## config.mk

```make
export PLATFORM = sky130hd
export DESIGN_NAME = lmdpl_dualrail_unmask
export DESIGN_NICKNAME = d
export VERILOG_FILES = /design/src/rtl/lmdpl_dualrail_unmask.sv
export SDC_FILE = /design/constraint.sdc
export NUM_CORES = 1
export LEC_CHECK = 0
export CORE_MARGIN = 2
export CORE_UTILIZATION = 26
export CTS_CLUSTER_DIAMETER = 100
export DETAILED_ROUTE_END_ITERATION = 12
export PLACE_DENSITY = 0.56
export SYNTH_ARGS = -nofsm -noshare
export SYNTH_HDL_FRONTEND = slang
export SYNTH_SLANG_ARGS = --single-unit
```

## constraint.sdc

```tcl
create_clock -name clk -period 3 [get_ports clk]
set_input_delay 0.3 -clock clk [delete_from_list [all_inputs] [get_ports clk]]
set_output_delay 0.3 -clock clk [all_outputs]
set_load 0.005 [all_outputs]
```

## src/rtl/lmdpl_dualrail_unmask.sv

```systemverilog
// Receiving end of an LMDPL masked dual-rail link: checks the spacer/codeword protocol, strips the output mask, and hands the result to unmasked logic.
// Optional feature: define LMDPL_FAULT_CNT_EN to add an 8-bit saturating fault_cnt output.
module lmdpl_dualrail_unmask #(
  parameter int WIDTH   = 1,
  parameter int TIMEOUT = 4
) (
  input  logic             clk,
  input  logic             rst,
  input  logic             precharge,
  input  logic [WIDTH-1:0] q_m,
  input  logic [WIDTH-1:0] q_m_bar,
  input  logic [WIDTH-1:0] m_out,
  output logic [WIDTH-1:0] out,
  output logic             out_valid,
  input  logic             out_ready,
  output logic             err,
  output logic [2:0]       err_code,
  output logic [1:0]       dbg_state
`ifdef LMDPL_FAULT_CNT_EN
  ,
  output logic [7:0]       fault_cnt
`endif
);

  // Handshake: a result transfers on any rising edge where out_valid && out_ready;
  // out and out_valid never change while out_valid=1 and out_ready=0.

  typedef enum logic [1:0] {
    S_PRE  = 2'd0,
    S_EVAL = 2'd1,
    S_HOLD = 2'd2
  } state_t;

  localparam int            CW      = $clog2(TIMEOUT);
  localparam logic [CW-1:0] CNT_MAX = CW'(TIMEOUT - 1);

  localparam logic [2:0] E_SPACER_MISSING  = 3'd1;
  localparam logic [2:0] E_DUAL_RAIL       = 3'd2;
  localparam logic [2:0] E_TIMEOUT         = 3'd3;
  localparam logic [2:0] E_EARLY_PRECHARGE = 3'd4;
  localparam logic [2:0] E_OVERRUN         = 3'd5;

  state_t           r_state, w_state_nxt;
  logic             r_spacer_seen, w_spacer_seen_nxt;
  logic [CW-1:0]    r_cnt, w_cnt_nxt;
  logic [WIDTH-1:0] r_mask_q, w_mask_nxt;
  logic [WIDTH-1:0] r_out, w_out_nxt;
  logic             r_out_valid, w_out_valid_nxt;
  logic             r_err, w_err_nxt;
  logic [2:0]       r_err_code, w_err_code_nxt;
  logic             r_prev_pre;

  logic w_spacer, w_complete, w_dual;

  assign w_spacer   = ~|(q_m | q_m_bar);
  assign w_complete = &(q_m ^ q_m_bar);
  assign w_dual     = |(q_m & q_m_bar);

  always_ff @(posedge clk) begin
    if (rst) begin
      r_state       <= S_PRE;
      r_spacer_seen <= 1'b0;
      r_cnt         <= '0;
      r_mask_q      <= '0;
      r_out         <= '0;
      r_out_valid   <= 1'b0;
      r_err         <= 1'b0;
      r_err_code    <= 3'd0;
      r_prev_pre    <= 1'b0;
    end else begin
      r_state       <= w_state_nxt;
      r_spacer_seen <= w_spacer_seen_nxt;
      r_cnt         <= w_cnt_nxt;
      r_mask_q      <= w_mask_nxt;
      r_out         <= w_out_nxt;
      r_out_valid   <= w_out_valid_nxt;
      r_err         <= w_err_nxt;
      r_err_code    <= w_err_code_nxt;
      r_prev_pre    <= precharge;
    end
  end

  always_comb begin
    w_state_nxt       = r_state;
    w_spacer_seen_nxt = r_spacer_seen;
    w_cnt_nxt         = r_cnt;
    w_mask_nxt        = r_mask_q;
    w_out_nxt         = r_out;
    w_out_valid_nxt   = r_out_valid;
    w_err_nxt         = 1'b0;
    w_err_code_nxt    = r_err_code;
    case (r_state)
      S_PRE: begin
        if (precharge) begin
          if (w_spacer) w_spacer_seen_nxt = 1'b1;
        end else if (r_spacer_seen) begin
          // Mask is captured only here so mid-evaluation m_out changes cannot leak in.
          w_mask_nxt        = m_out;
          w_cnt_nxt         = '0;
          w_spacer_seen_nxt = 1'b0;
          w_state_nxt       = S_EVAL;
        end else begin
          w_err_nxt      = 1'b1;
          w_err_code_nxt = E_SPACER_MISSING;
        end
      end
      S_EVAL: begin
        if (precharge) begin
          w_err_nxt      = 1'b1;
          w_err_code_nxt = E_EARLY_PRECHARGE;
          w_state_nxt    = S_PRE;
        end else if (w_dual) begin
          w_err_nxt      = 1'b1;
          w_err_code_nxt = E_DUAL_RAIL;
          w_state_nxt    = S_PRE;
        end else if (w_complete) begin
          w_out_nxt       = q_m ^ r_mask_q;
          w_out_valid_nxt = 1'b1;
          w_state_nxt     = S_HOLD;
        end else if (r_cnt == CNT_MAX) begin
          w_err_nxt      = 1'b1;
          w_err_code_nxt = E_TIMEOUT;
          w_state_nxt    = S_PRE;
        end else begin
          w_cnt_nxt = r_cnt + CW'(1);
        end
      end
      S_HOLD: begin
        if (precharge && w_spacer) w_spacer_seen_nxt = 1'b1;
        // A new evaluation started while a result is still parked: drop it, keep the held data.
        if (r_prev_pre && !precharge) begin
          w_err_nxt         = 1'b1;
          w_err_code_nxt    = E_OVERRUN;
          w_spacer_seen_nxt = 1'b0;
        end
        if (r_out_valid && out_ready) begin
          w_out_valid_nxt = 1'b0;
          w_state_nxt     = S_PRE;
        end
      end
      default: w_state_nxt = S_PRE;
    endcase
  end

`ifdef LMDPL_FAULT_CNT_EN
  logic [7:0] r_fault_cnt;

  always_ff @(posedge clk) begin
    if (rst) begin
      r_fault_cnt <= 8'd0;
    end else if (w_err_nxt && (r_fault_cnt != 8'hFF)) begin
      r_fault_cnt <= r_fault_cnt + 8'd1;
    end
  end

  assign fault_cnt = r_fault_cnt;
`endif

  assign out       = r_out;
  assign out_valid = r_out_valid;
  assign err       = r_err;
  assign err_code  = r_err_code;
  assign dbg_state = r_state;

endmodule

```

==> After elaboration in Yosys (flattened, before gate mapping) <==
Cells that the tools add are included.
{ "op_classes": {"add_sub_neg": 1, "n_mul": 0, "div_mod_pow": 0, "n_lt_le_gt_ge": 0, "n_eq_ne": 18, "n_shift": 0, "muxes": 41, "bitwise": 6, "reduce_logical": 17} }
{ "ops": {"columns": ["cell", "n"], "rows": [
  ["2-bit 2-to-1 mux", 13],
  ["3-bit 2-to-1 mux", 7],
  ["2-bit inequality test (second input constant)", 10],
  ["1-bit 2-to-1 mux", 15],
  ["3-bit case mux with 3 select lines", 1],
  ["4-bit inequality test (second input constant)", 2],
  ["4-bit AND reduction", 2],
  ["7-bit AND reduction", 1],
  ["3-bit inequality test (second input constant)", 2],
  ["2-bit case mux with 3 select lines", 1],
  ["3-bit AND reduction", 2],
  ["6-bit AND reduction", 1],
  ["2-bit nonzero test", 3],
  ["5-bit inequality test (second input constant)", 1],
  ["5-bit AND reduction", 1],
  ["2-bit equality test (second input constant)", 2],
  ["1-bit case mux with 2 select lines", 2],
  ["2-bit case mux with 2 select lines", 1],
  ["1-bit logical AND", 3],
  ["1-bit case mux with 3 select lines", 1],
  ["3-bit nonzero test", 1],
  ["2-bit by 1-bit adder with 2-bit output (second input constant)", 1],
  ["2-bit by 1-bit equality test with 1-bit output (second input constant)", 1],
  ["1-bit zero test", 2],
  ["other kinds (5)", 7]
]} }
{ "totals": {"ff_bits": 13, "latch_bits": 0, "ramBits": 0, "mem_bits_ro": 0, "output_inout_bits": 8, "elab_cells": 92, "n_memories": 0} }

==> Depth between registers and ports, before layout <==
{ "depth": {"depth_word": 6, "mapped_depth": 7, "depth_no_buf": 6} }

==> Worst setup path after synthesis <==
OpenSTA, ideal clock, no wires.
{ "synth_timing": {"path_type": "flip-flop to flip-flop", "start": "register r_state[1] (netlist: dbg_state[1])", "end": "register r_err_code[0] (netlist: err_code[0])", "t_arrival_ns": 1.479, "t_required_ns": 2.883, "slack_ns": 1.403, "path_stages_with_launch": 8, "n_path_buf": 1, "period_less_slack_ns": 1.597, "cell_sequence": "dfxtp_1 > inv_1 > ha_1 > buf_6 > nor3b_4 > a221oi_4 > and3_1 > nor3_2"} }
{ "synth_between": {"elab_chain_cells": 3, "elab_cells_between_ends": 11} }
{ "synth_rtl": {"columns": ["element", "line_no", "rtl"], "rows": [
  ["start, declared", "43", "state_t r_state, w_state_nxt;"],
  ["start signal, assigned", "71", "r_state <= w_state_nxt;"],
  ["2-bit by 1-bit equality test with 1-bit output (tied with other cells)", "92", "case (r_state)"],
  ["4-bit inequality test (no source line) (tied with other cells)", null, null],
  ["6-bit AND reduction (no source line)", null, null],
  ["end signal, assigned", "78", "r_err_code <= w_err_code_nxt;"],
  ["end, declared", "50", "logic [2:0] r_err_code, w_err_code_nxt;"]
]} }
Parallel ways exist; a longest one is shown, timed or not.
A chain may end at the register's enable or synchronous reset.

==> Final worst setup path <==
{ "layout_timing": {"start": "input q_m", "end": "register r_err_code[1] (netlist: err_code[1])"} }
{ "layout_between": {"elab_chain_cells": 4, "elab_cells_between_ends": 8} }
{ "layout_rtl": {"columns": ["element", "line_no", "rtl"], "rows": [
  ["start, declared", "10", "input logic [WIDTH-1:0] q_m,"],
  ["1-bit bitwise AND", "57", "assign w_dual = |(q_m & q_m_bar);"],
  ["3-bit 2-to-1 mux", "112", "end else if (w_dual) begin"],
  ["3-bit 2-to-1 mux", "108", "if (precharge) begin"],
  ["3-bit case mux with 3 select lines", "92", null]
]} }
Parallel ways exist; a longest one is shown, timed or not.

==> metrics.txt <==
Worst Reg-to-Reg Cells=6; XOR/XNOR share of the synthesized area=1.084%; RSZ-0062 raised after global routing=false; CP Data Required Time=~3200 ps; Yosys reg bits=13; Setup violations, final=0; met1 usage=13.86%; VDD IR-drop max=0.2094 mV; top_reg_cell synth=dfxtp_1; Layout Nets=between 100 and 150; post-synthesis mux area share=around 3.7%; post-synthesis adder-cell area fraction=10.84%; die width=59.76 um; Avg Inst Size Synth=just over 9 sq um; routing usage on met3=between 3 and 4%; Worst R2R Setup Slack=about 1200 ps; status=completed; number of global-route vias before repair=643; crit path capture=err_code[1]; Sw Share=between 30 and 40%; Clock Power Share=around a quarter; total gr overflow=0; hold path cells=2; Multi-input gate area=just under 500 sq um; Syn Nets=103; wire length per cell=about 12 um; logic gate share of total power=approximately a third; post-CTS setup buffer count=0; first-pass iteration count of the detailed router=4; power consumption=around 0.45 mW; layout cells sized above 1=a little under 10%; GRT Total Usage=around 10%; Die ar.=around 3600 sq um; vias per cell=5.066; fillers=around 320; Ports=15; Hold Fails Final Rpt=0; worst r2r dst=err_code[1]; met2 Usage GRT=between 15 and 20%; post-synthesis sequential area ratio=between 30 and 40%; Post-synth EDFFs=0; routability congestion estimate=0.8585; CTS resizes=0; area share of the largest cell type after synthesis=between 30% and 40%; Crit-path slowest cell=clkdlybuf4s50_1; Total Routed Length=between 1500 and 2000 um; synthesis warning total=0; Clock transition at path regs=roughly 80 ps; Worst Setup End Kind=flip-flop; largest fanout on the critical path=6; kind of critical path=primary input to flip-flop; htree depth=1; fin crit period=around 2000 ps; Setup Skew=2.954 ps; switching power=about 0.14 mW; drt first-iter violations=24; crit path launch=q_m; first-pass GRT wire length=approximately 2800 um; WP buf/inv=2; max cap viols=0; remaining antenna violation count=0; critical path's largest stage delay=approximately 510 ps; drt drc=0; CTS Buf Count=3; post-synthesis instance total=a little under 90; f_max=around 0.5 GHz; dominant combinational cell family by area after synthesis=simple AND/OR/NAND/NOR gates; Post-Synthesis Cell Area=about 810 sq um; CP Launch Type=primary input; Least-Margin Pin Slew=~530 ps; Clock Tree Root=clkbuf_4; CTS tree=done; Critical Path AT=between 2000 and 2500 ps; largest net degree at the start of global routing=14; worst-path cell chain=clkdlybuf4s50_1 > inv_1 > ha_1 > nand2b_1 > a221oi_4 > nand4_1 > a21oi_1; Clk Latency, worst-skew pair=about 270 ps; Tcrit/Tclk final=roughly 66%; cts hold-fix bufs=0; Top Family by Delay on Critical Path=buffers and inverters; Synth area leader=dfxtp_1; Synth Area in Compound Gates=between 20% and 30%; synth top area cells=dfxtp_1 32%, ha_1 11%, a21oi_1 5.0%; relative slew slack=between 60% and 70%; via count=just under 700; core area=approximately 3000 sq um; final setup TNS=0 ps; max-slew violation count=0; simple-gate share of the synthesized area=around a quarter; GRT busiest layer=met2; PD cells=around 460 nW/um^2; area grow syn2layout=22.14%; initial core utilization=a little over a quarter; Leak=roughly 0.4 nW; initial antenna violation count=0; FFs w/ async S/R, synth=0%; Sequential Area=260.3 sq um; num rows=20; clock sinks=13; Die Height=59.76 um; hold_ws=between 400 and 500 ps; DPL Wire Length=1210 um; # diodes=0; clk buf depth=2; Yosys cell types=35; FF-to-FF Start=dbg_state[1]; WP depth=7; Seq pwr share=43.0%; Hold WC Path Type=flip-flop to flip-flop; P_int=between 0.3 and 0.4 mW; Buffers on Ports=14
Yosys cell counts (all sizes together) (2+ instances only):
cell type   n
a21bo       2
a21oi       8
buf         2
clkbuf      2
dfxtp      13
ha          7
inv         6
mux2i       3
nand2       5
nand2b      5
nand3       2
nand4       2
nor2        8
nor2b       2
nor3        4
nor3b       2
o21ai       2
power by group through the flow:
stage | combinational, mW | sequential (mW) | clock, mW
2_1_floorplan | 0.105 | 0.198 | 0
3_3_place_gp | 0.145 | 0.198 | 0
3_5_place_dp | 0.146 | 0.198 | 0
4_1_cts | 0.148 | 0.194 | 0.117
5_1_grt | 0.164 | 0.196 | 0.123
6_report | 0.147 | 0.194 | 0.109
through the flow:
stage	util (%)	setup slack (ps)	area [sq um]	std cells
5_1_grt	32.88	869.2	987.2	136
6_report	32.88	1019	987.2	136
4_1_cts	32.88	1040	987.2	136
3_3_place_gp	31.96	796.8	959.7	132
2_1_floorplan	-	1403	808.3	89
3_5_place_dp	31.96	753.4	959.7	132
metal layers:
layer | up-vias | routed length [um]
met5 | - | 0
met4 | 0 | 0
met3 | 0 | 78
met2 | 16 | 761
met1 | 327 | 788
li1 | 346 | -
cell type report:
| type | count | share of cell area (%) |
|---|---|---|
| multi-input cells | 66 | 50.19 |
| flip-flops and latches | 13 | 26.36 |
| repair buffers | 14 | 14.20 |
| well taps | 33 | 4.183 |
| clock buffers | 3 | 2.281 |
| inverters | 6 | 2.281 |
| clock inverters | 1 | 0.5070 |
worst reg2reg max path: stages, from the launching register on:
cell	delay [ps]
dfxtp_1	410
inv_1	90
ha_1	300
nor3b_4	210
a221oi_4	390
nand4_1	160
a21oi_1	170
cell usage in the layout, fill, tap and decap left out, types with 2 or more instances in the layout:
cell,instances
nor2b_1,2
clkdlybuf4s50_1,14
inv_1,6
nand2b_1,4
nor3_1,3
dfxtp_1,13
ha_1,7
nand3_1,2
o21ai_1,2
mux2i_1,3
a21oi_1,8
nor2_1,8
nand2_1,5
clkbuf_4,3
nand4_1,2
worst min path at each step:
stage / from / endpoint
3_5_place_dp: r_cnt[1] / r_cnt[1]
5_1_grt: r_cnt[1] / r_cnt[1]
2_1_floorplan: rst / err_code[0]
6_report: r_cnt[1] / r_cnt[1]
4_1_cts: r_cnt[1] / r_cnt[1]
3_3_place_gp: r_cnt[1] / r_cnt[1]
kinds of logic after synthesis:
family                   after synthesis
flip-flops                            13
AO/OA/AOI/OAI                         21
XOR/XNOR                               1
multiplexers                           3
AND/OR/NAND/NOR                       34
adder cells (fa/ha/maj)                7
buffers and inverters                 10
registers in the layout, summed over array words and instances, names as in the netlist:
| name | flops |
|---|---|
| out_valid | 1 |
| r_mask_q | 1 |
| err | 1 |
| r_spacer_seen | 1 |
| err_code | 3 |
| dbg_state | 2 |
| r_prev_pre | 1 |
| r_cnt | 2 |
| out | 1 |
No activity file was read; power rests on OpenSTA's default activity.
